### src/rtl/vending_pkg.sv
`default_nettype none
// ============================================================================
// Module      : vending_pkg
// Description : State encoding, coin values and the one-hot decode helper
//               shared by the vending controller files.
// Revision    : 1.0 - initial release
// ============================================================================
package vending_pkg;

    typedef enum logic [1:0] {
        ST_IDLE   = 2'd0,
        ST_CREDIT = 2'd1,
        ST_VEND   = 2'd2,
        ST_CHANGE = 2'd3
    } state_t;

    localparam int COIN_Q = 25;
    localparam int COIN_D = 100;

    // Index of the highest set bit; only meaningful when v is one-hot.
    function automatic int onehot_to_idx(input logic [63:0] v);
        int idx;
        idx = 0;
        for (int i = 0; i < 64; i++) begin
            if (v[i]) idx = i;
        end
        return idx;
    endfunction

endpackage
`default_nettype wire

### src/rtl/vend_change_unit.sv
`default_nettype none
// ============================================================================
// Module      : vend_change_unit
// Description : Paces change pulses GAP_CYC apart and picks dollar/quarter;
//               requests a credit decrement in the cycle each pulse is issued.
// Revision    : 1.0 - initial release
// ============================================================================
module vend_change_unit
    import vending_pkg::*;
#(
    parameter int MONEY_W = 12,
    parameter int GAP_CYC = 25_000_000
) (
    input  logic               clk,
    input  logic               rst_n,
    input  logic               i_start,
    input  logic [MONEY_W-1:0] i_credit,
    output logic               o_take_d,
    output logic               o_take_q,
    output logic               o_change_d,
    output logic               o_change_q,
    output logic               o_done
);

    localparam int GW = $clog2(GAP_CYC);

    logic          r_active;
    logic [GW-1:0] r_gap;
    logic          r_change_d;
    logic          r_change_q;
    logic          w_run;
    logic          w_fire;

    assign w_run    = i_start | r_active;
    assign w_fire   = w_run && (r_gap == '0) && (i_credit != '0);
    assign o_take_d = w_fire && (i_credit >= MONEY_W'(COIN_D));
    assign o_take_q = w_fire && !o_take_d;
    assign o_done   = w_run && (i_credit == '0);

    assign o_change_d = r_change_d;
    assign o_change_q = r_change_q;

    always_ff @(posedge clk or negedge rst_n) begin
        if (!rst_n) begin
            r_active   <= 1'b0;
            r_gap      <= '0;
            r_change_d <= 1'b0;
            r_change_q <= 1'b0;
        end else begin
            r_change_d <= o_take_d;
            r_change_q <= o_take_q;
            if (o_done) begin
                r_active <= 1'b0;
                r_gap    <= '0;
            end else if (w_run) begin
                r_active <= 1'b1;
                r_gap    <= w_fire ? GW'(GAP_CYC - 1) : r_gap - GW'(1);
            end
        end
    end

endmodule
`default_nettype wire

### src/rtl/vending_core_n.sv
`default_nettype none
// ============================================================================
// Module      : vending_core_n
// Description : N-product vending controller with stock bank, credit cap,
//               cancel, inactivity refund and paced coin-by-coin change.
// Revision    : 1.0 - initial release
// ============================================================================
module vending_core_n
    import vending_pkg::*;
#(
    parameter int                        N_PROD      = 8,
    parameter int                        MONEY_W     = 12,
    parameter int                        STOCK_W     = 4,
    parameter int                        INIT_STOCK  = 5,
    parameter logic [N_PROD*MONEY_W-1:0] PRICES      = {N_PROD{MONEY_W'(125)}},
    parameter int                        MAX_CREDIT  = 995,
    parameter int                        TIMEOUT_CYC = 50_000_000,
    parameter int                        GAP_CYC     = 25_000_000
) (
    input  logic               clk,
    input  logic               btnR,
    input  logic               coin_q,
    input  logic               coin_d,
    input  logic               buy,
    input  logic               cancel,
    input  logic               restock,
    input  logic [N_PROD-1:0]  sel,
    output logic [MONEY_W-1:0] credit,
    output logic [N_PROD-1:0]  vend,
    output logic [N_PROD-1:0]  sold_out,
    output logic               coin_reject,
    output logic               sel_err,
    output logic               change_d,
    output logic               change_q,
    output logic               refund_led,
    output logic               busy
);

    localparam int TW = $clog2(TIMEOUT_CYC);
    localparam int XW = MONEY_W + 1;
    localparam int IW = (N_PROD > 1) ? $clog2(N_PROD) : 1;

    state_t             r_state;
    logic [MONEY_W-1:0] r_credit;
    logic [STOCK_W-1:0] r_stock [N_PROD];
    logic [N_PROD-1:0]  r_vend;
    logic               r_coin_reject;
    logic               r_sel_err;
    logic               r_chg_start;
    logic [TW-1:0]      r_timer;

    logic               w_coin_any;
    logic [XW-1:0]      w_coin_sum;
    logic               w_coin_ok;
    logic               w_coin_rej;
    logic [IW-1:0]      w_idx;
    logic [MONEY_W-1:0] w_price;
    logic               w_buy_ok;
    logic               w_buy_err;
    logic               w_take_d;
    logic               w_take_q;
    logic               w_chg_done;

    // Dollar wins a simultaneous coin pair; the quarter is always bounced.
    assign w_coin_any = coin_q | coin_d;
    assign w_coin_sum = {1'b0, r_credit} + (coin_d ? XW'(COIN_D) : XW'(COIN_Q));
    assign w_coin_ok  = w_coin_any && !buy && !cancel
                        && ((r_state == ST_IDLE) || (r_state == ST_CREDIT))
                        && (w_coin_sum <= XW'(MAX_CREDIT));
    assign w_coin_rej = (w_coin_any && !w_coin_ok) || (coin_q && coin_d);

    assign w_idx     = IW'(onehot_to_idx(64'(sel)));
    assign w_price   = PRICES[int'(w_idx) * MONEY_W +: MONEY_W];
    assign w_buy_ok  = (r_state == ST_CREDIT) && buy && !cancel && $onehot(sel)
                       && (r_stock[w_idx] != '0)
                       && ({1'b0, r_credit} >= {1'b0, w_price});
    assign w_buy_err = buy && !cancel && !w_buy_ok
                       && ((r_state == ST_IDLE) || (r_state == ST_CREDIT));

    vend_change_unit #(
        .MONEY_W (MONEY_W),
        .GAP_CYC (GAP_CYC)
    ) u_change (
        .clk        (clk),
        .rst_n      (btnR),
        .i_start    (r_chg_start),
        .i_credit   (r_credit),
        .o_take_d   (w_take_d),
        .o_take_q   (w_take_q),
        .o_change_d (change_d),
        .o_change_q (change_q),
        .o_done     (w_chg_done)
    );

    always_ff @(posedge clk or negedge btnR) begin
        if (!btnR) begin
            r_state       <= ST_IDLE;
            r_credit      <= '0;
            r_vend        <= '0;
            r_coin_reject <= 1'b0;
            r_sel_err     <= 1'b0;
            r_chg_start   <= 1'b0;
            r_timer       <= '0;
            for (int i = 0; i < N_PROD; i++) r_stock[i] <= STOCK_W'(INIT_STOCK);
        end else begin
            r_coin_reject <= w_coin_rej;
            r_sel_err     <= w_buy_err;
            r_chg_start   <= 1'b0;
            if (w_coin_any || buy || cancel) r_vend <= '0;

            case (r_state)
                ST_IDLE: begin
                    r_timer <= '0;
                    if (restock) begin
                        for (int i = 0; i < N_PROD; i++) r_stock[i] <= STOCK_W'(INIT_STOCK);
                    end
                    if (w_coin_ok) begin
                        r_credit <= w_coin_sum[MONEY_W-1:0];
                        r_state  <= ST_CREDIT;
                    end
                end
                ST_CREDIT: begin
                    if (cancel) begin
                        r_timer     <= '0;
                        r_chg_start <= 1'b1;
                        r_state     <= ST_CHANGE;
                    end else if (buy) begin
                        r_timer <= '0;
                        if (w_buy_ok) begin
                            r_credit       <= r_credit - w_price;
                            r_stock[w_idx] <= r_stock[w_idx] - STOCK_W'(1);
                            r_vend         <= sel;
                            r_state        <= ST_VEND;
                        end
                    end else if (w_coin_ok) begin
                        r_credit <= w_coin_sum[MONEY_W-1:0];
                        r_timer  <= '0;
                    end else if (r_timer == TW'(TIMEOUT_CYC - 1)) begin
                        r_timer     <= '0;
                        r_chg_start <= 1'b1;
                        r_state     <= ST_CHANGE;
                    end else begin
                        r_timer <= r_timer + TW'(1);
                    end
                end
                ST_VEND: begin
                    if (r_credit != '0) begin
                        r_chg_start <= 1'b1;
                        r_state     <= ST_CHANGE;
                    end else begin
                        r_state <= ST_IDLE;
                    end
                end
                ST_CHANGE: begin
                    if (w_take_d)      r_credit <= r_credit - MONEY_W'(COIN_D);
                    else if (w_take_q) r_credit <= r_credit - MONEY_W'(COIN_Q);
                    if (w_chg_done)    r_state  <= ST_IDLE;
                end
                default: r_state <= ST_IDLE;
            endcase
        end
    end

    for (genvar g = 0; g < N_PROD; g++) begin : g_sold_out
        assign sold_out[g] = (r_stock[g] == '0);
    end

    assign credit      = r_credit;
    assign vend        = r_vend;
    assign coin_reject = r_coin_reject;
    assign sel_err     = r_sel_err;
    assign refund_led  = (r_state == ST_CHANGE);
    assign busy        = (r_state == ST_VEND) || (r_state == ST_CHANGE);

endmodule
`default_nettype wire

### config.mk
export PLATFORM = sky130hd
export DESIGN_NAME = vending_core_n
export DESIGN_NICKNAME = d
export VERILOG_FILES = /design/src/rtl/vending_pkg.sv /design/src/rtl/vend_change_unit.sv /design/src/rtl/vending_core_n.sv
export SDC_FILE = /design/constraint.sdc
export NUM_CORES = 1
export LEC_CHECK = 0
export BUFFER_PORTS_ARGS = -buffer_cell sky130_fd_sc_hd__buf_2
export CORE_UTILIZATION = 55
export CTS_CLUSTER_SIZE = 24
export DETAILED_ROUTE_END_ITERATION = 10
export GPL_ROUTABILITY_DRIVEN = 0
export PLACE_DENSITY_LB_ADDON = 0.2
export SLEW_MARGIN = 10
export SYNTH_ARGS = -nofsm -noshare
export SYNTH_HDL_FRONTEND = slang
export SYNTH_HIERARCHICAL = 1
export SYNTH_SLANG_ARGS = --single-unit
### constraint.sdc
create_clock -name clk -period 5.1 [get_ports clk]
set_input_delay 0.255 -clock clk [delete_from_list [all_inputs] [get_ports clk]]
set_output_delay 0.255 -clock clk [all_outputs]
set_load 0.01 [all_outputs]
# --- Yosys cells after proc, flatten, opt, wreduce, memory -nomap -nowiden ---
# Cells that the tools add are included.
classes:
  n_addsub: 14
  n_mul: 1
  magnitude_cmp: 5
  eq_ne: 16
  n_shift: 1
  muxes: 56
  bitwise_logic: 3
  n_reduce_logical: 49
op_table:
  columns: ["cell", "count"]
  rows:
  - ["$mux 32", 4]
  - ["$mux 26", 4]
  - ["$shiftx 96x8->12 const A", 1]
  - ["$mux 25", 3]
  - ["$mux 12", 6]
  - ["$pmux 32 s2", 1]
  - ["$pmux 26 s2", 1]
  - ["$mux 8", 5]
  - ["$pmux 12 s3", 1]
  - ["$bwmux 32", 1]
  - ["$logic_not 4->1", 8]
  - ["$add 26x1->26 const B", 1]
  - ["$eq 26x26->1 const B", 1]
  - ["$logic_not 25->1", 1]
  - ["$sub 25x1->25 const B", 1]
  - ["$logic_and 1x1->1", 20]
  - ["$mux 2", 9]
  - ["$mux 3", 5]
  - ["$add 12x7->13", 1]
  - ["$le 13x10->1 const B", 1]
  - ["$bmux 4 s3", 1]
  - ["$demux 4 s3", 1]
  - ["$ge 12x12->1", 1]
  - ["$ge 12x7->1 const B", 1]
  - ["36 further kinds", 66]
word_totals:
  regBits: 111
  inputBits: 15
  out_inout_bits: 34

# --- Depth between registers and ports, before layout ---
depth:
  word_depth: 18
  ltp_mapped: 17

# --- Cells and area by module ---
# The synthesis kept the hierarchy.
modules_own_cells:
  columns: ["module", "instances", "cells_per_inst", "area_per_inst_um2", "seq_area_each_um2"]
  rows:
  - ["vending_core_n", 1, 700, 5963.2, 2097.0]
  - ["vend_change_unit", 1, 195, 1814.2, 700.7]

# --- Least setup slack after synthesis ---
# Ideal clock, no wire load.
synth_timing:
  kind: "in2reg"
  start: "in sel[3]"
  end: "reg r_credit[2], in the netlist credit[2]"
  setup_ns: 0.126
  arrival_time_ns: 4.259
  slack_ns: 0.715
  stages: 16
  path_buffers: 1
  cell_sequence: "buf_2 inv_1 fa_1 fa_1 fa_1 inv_1 ha_1 inv_1 fa_1 a2111oi_0 a21oi_1 a2111o_1 a31oi_4 o221a_4 nand2_2 a221o_1"
synth_via:
  elab_chain_len: 14
  word_cells_on_any_way: 27
  classes_between: "add/sub (4); mul (1); order compare (1); eq/ne (2); shift (1); mux (12); bitwise (1); reduce/logical (5)"
synth_lines:
  columns: ["item", "line", "rtl"]
  rows:
  - ["start, declared", "vending_core_n.sv:27", "input logic [N_PROD-1:0] sel,"]
  - ["branches (longest 14 deep; another with $sub 12x12->12)", null, null]
  - ["end signal, assigned", "vending_core_n.sv:118", "r_credit <= w_coin_sum[MONEY_W-1:0];"]
  - ["end signal, assigned", "vending_core_n.sv:130", "r_credit <= r_credit - w_price;"]
  - ["end signal, assigned", "vending_core_n.sv:136", "r_credit <= w_coin_sum[MONEY_W-1:0];"]
  - ["end, declared", "vending_core_n.sv:44", "logic [MONEY_W-1:0] r_credit;"]
# Several ways; the timed one is not identified. The select of a mux whose other input is x is not followed.
# A chain may end at the register's enable or synchronous reset.

# --- Worst setup path after layout ---
# Ends and elaborated chain as after synthesis.

==> results.txt <==
Yosys top cell by area: dfrtp_1
Crit path largest cell delay: 510 ps
Worst Path Arrival: 4630 ps
Setup Skew: 6.09 ps
Port Buf Inserts: 48
main flop type after synthesis: dfrtp_1
crit path launch type: primary input
PD cells: 207 nW/um^2
Overall Power: 1.75 mW
post-CTS resize count: 0
RSZ-0062 raised after global routing: no
Row Count: 43
final hold viol count: 0
Final #Nets: 968
Remaining DRCs: 0
Routed Antenna Nets: 0
final setup TNS: 0 ps
Die Y: 121 um
crit path cell chain: buf_2, inv_1, fa_1, fa_1, fa_1, inv_1, ha_1, inv_1, fa_1, a2111oi_0, a21oi_1, a2111o_1, a31oi_4, o221a_4, nand2_2, a221o_1
IR drop worst, VDD: 0.174 mV
Crit Path Max Fanout: 11
CP Class: primary input to flop
CP max-delay cell: fa_1
CORE AREA: 13,800 um^2
met2 wire len: 9.52 mm
Final Setup Violations: 0
syn avg cell area: 8.69 um^2
fill count: 1,217
syn nets: 939
global-route wire length before repair: 34.2 mm
Skew-Pair Late Insertion Delay: 360 ps
Critical Path End Type: flop
most used cell, CP: fa_1
Min-Delay Path Class: primary input to flop
leakage: 3.47 nW
clock sinks: 111
fmax: 0.228 GHz
Starting Density: 56.2%
antenna violations before repair: 0
synth unique cells: 87
CTS buffer count: 9
dpl hpwl: 14.5 mm
Initial DRT Pass Iterations: 6
Synth area leaders: dfrtp_1 31%, dfstp_2 5.4%, a21oi_1 4.5%, nand2_1 4.3%, ha_1 4.0%
Total Die Area: 14,600 um^2
# IOs: 49
H-tree depth: 3
remaining global-route overflow: 0
CTS tree: built
Syn Std Cell Area: 7780 um^2
FF-to-FF path depth: 9
Die W: 121 um
yosys warns: 6
root buf cell: clkbuf_16
max-cap violation count: 0
Critical R2R Capture: r_timer[15]
fin crit period: 4380 ps
Iter 0 DRT Violations: 826
DR vias: 7,273
end of the critical path: credit[2]
DR top layer: met4
gr usage total: 29.4%
status: completed
number of synthesized flops with an enable pin: 0
worst reg2reg startpoint: credit[2]
share of cells above drive strength 1: 15.3%
crit path launch: sel[3]
met3 WL: 1.43 mm
wire per inst: 18.7 um
Clock Pin Slew Worst Setup and Hold Paths: 70 ps
Cells after Synth: 895
largest net degree at the start of global routing: 58
max-slew violations: 0
routed metal-1 wire length: 9.52 mm
Tcrit/Tclk final: 85.9%
r2r setup slk: 1250 ps
vias per inst: 6.56
Post-synth ARST share: 100%
Synth top area share: 30.6%
register area share after synthesis: 36.0%
Area growth, synth to finish: 8.67%
number of global-route vias before repair: 6,593
Worst Path Required: 5350 ps
WL final: 20.8 mm
Least-Margin Pin Slew: 1020 ps
Slew headroom: 31.9%
number of synthesized register bits: 111
antenna cells: 0
clock tree buffer depth: 2
[layer usage]
| layer | vias up | GRT usage, % |
|---|---|---|
| li1 | 3432 | - |
| met1 | 3513 | 42.5 |
| met2 | 301 | 45.3 |
| met3 | 27 | 5.17 |
| met4 | 0 | 7.56 |
| met5 | - | 0 |
[layout make-up]
class / instances / area [um^2] / share of cell area (%)
multi-input cells: 691 / 4610 / 54.6
flip-flops and latches: 111 / 2800 / 33.1
repair buffers: 58 / 320 / 3.79
clock buffers: 10 / 239 / 2.83
well taps: 180 / 225 / 2.66
inverters: 53 / 199 / 2.35
clock inverters: 6 / 58.8 / 0.696
[how the worst min path moves through the flow]
stage	slack, ps	startpoint	cells after the start	end
2_1_floorplan	-40	btnR	0	coin_reject
3_3_place_gp	360	btnR	1	credit[0]
3_5_place_dp	360	btnR	1	credit[0]
4_1_cts	140	sel[0]	2	vend[0]
5_1_grt	150	sel[0]	2	vend[0]
6_report	150	sel[0]	2	vend[0]
[where the power goes]
group | leakage, nW | switching, mW | internal, mW
Clock | 0.152 | 0.340 | 0.393
Sequential | 1.20 | 0.000703 | 0.881
Combinational | 2.12 | 0.0923 | 0.0436
[cell families (layout without fill, tap and decap cells)]
logic type	Yosys count	after routing	synth area share (%)
simple gates	345	345	24.5
fa+ha+maj	29	29	5.05
flops	111	111	36.0
buf+inv	93	127	4.76
mux	9	9	1.17
xor+xnor	21	21	2.36
compound gates	287	287	26.2
[flip-flops by register name, indices dropped and copies added, names as in the netlist]
register / flops
vend: 8
r_state: 2
r_timer: 26
u_change/r_active: 1
credit: 12
sel_err: 1
r_chg_start: 1
u_change/o_change_d: 1
u_change/r_gap: 25
r_stock: 32
u_change/o_change_q: 1
coin_reject: 1
[worst max-delay path: cells and delay by family]
family	cells	cell delay, ps
AO/OA/AOI/OAI	6	1890
adder cells (fa/ha/maj)	5	1900
AND/OR/NAND/NOR	1	110
buffers and inverters	4	450
[stage by stage]
| step | instances | cell area, um^2 | hold WS, ps | worst slack, ps | util [%] |
|---|---|---|---|---|---|
| 3_5_place_dp | 1092 | 8140 | 360 | 353 | 58.9 |
| 2_1_floorplan | 895 | 7780 | -40.6 | 715 | - |
| 3_3_place_gp | 1092 | 8140 | 360 | 494 | 58.9 |
| 5_1_grt | 1109 | 8450 | 151 | 362 | 61.1 |
| 4_1_cts | 1109 | 8450 | 140 | 763 | 61.1 |
| 6_report | 1109 | 8450 | 148 | 719 | 61.1 |
[layout by cell type (no fill, tap or decap), types with 11 or more instances in the layout]
cell type,synthesis,layout
nand2_1,90,90
or3_1,11,11
nor2_1,51,50
nor4_1,19,19
buf_2,8,47
nor3_1,19,19
a21oi_1,70,70
o22a_1,12,12
dfrtp_1,95,95
ha_1,25,25
xnor2_1,13,13
o21ai_0,49,49
inv_1,51,51
nand3_1,57,57
and3_1,14,14
dfstp_2,16,16
[what timing repair did]
action | in CTS | in global routing
hold buffers | 1 | 0
endpoints found under the hold margin | 47 | 0
buffers inserted | 0 | 0
[synthesized netlist by cell type, drive strengths merged (4+ instances only)]
master,number
mux2i,8
o21ai,55
o21a,5
xnor2,13
and3,14
a22oi,6
fa,4
and4,4
a31oi,10
a21o,5
or3,11
a2bb2oi,10
buf,10
nand2b,10
inv,51
ha,25
nor3,26
nor4,29
o32ai,8
o311ai,10
o2bb2ai,7
o31ai,5
nand3,59
and2,8
a22o,10
nand2,91
a211oi,4
or4,6
clkbuf,30
a221oi,8
o211ai,6
nor2,51
a221o,9
o22ai,9
xor2,8
o22a,12
nor2b,6
dfrtp,95
nand4,10
dfstp,16
a21oi,79
or2,11
Note: power is estimated with default switching activity, not from simulation.
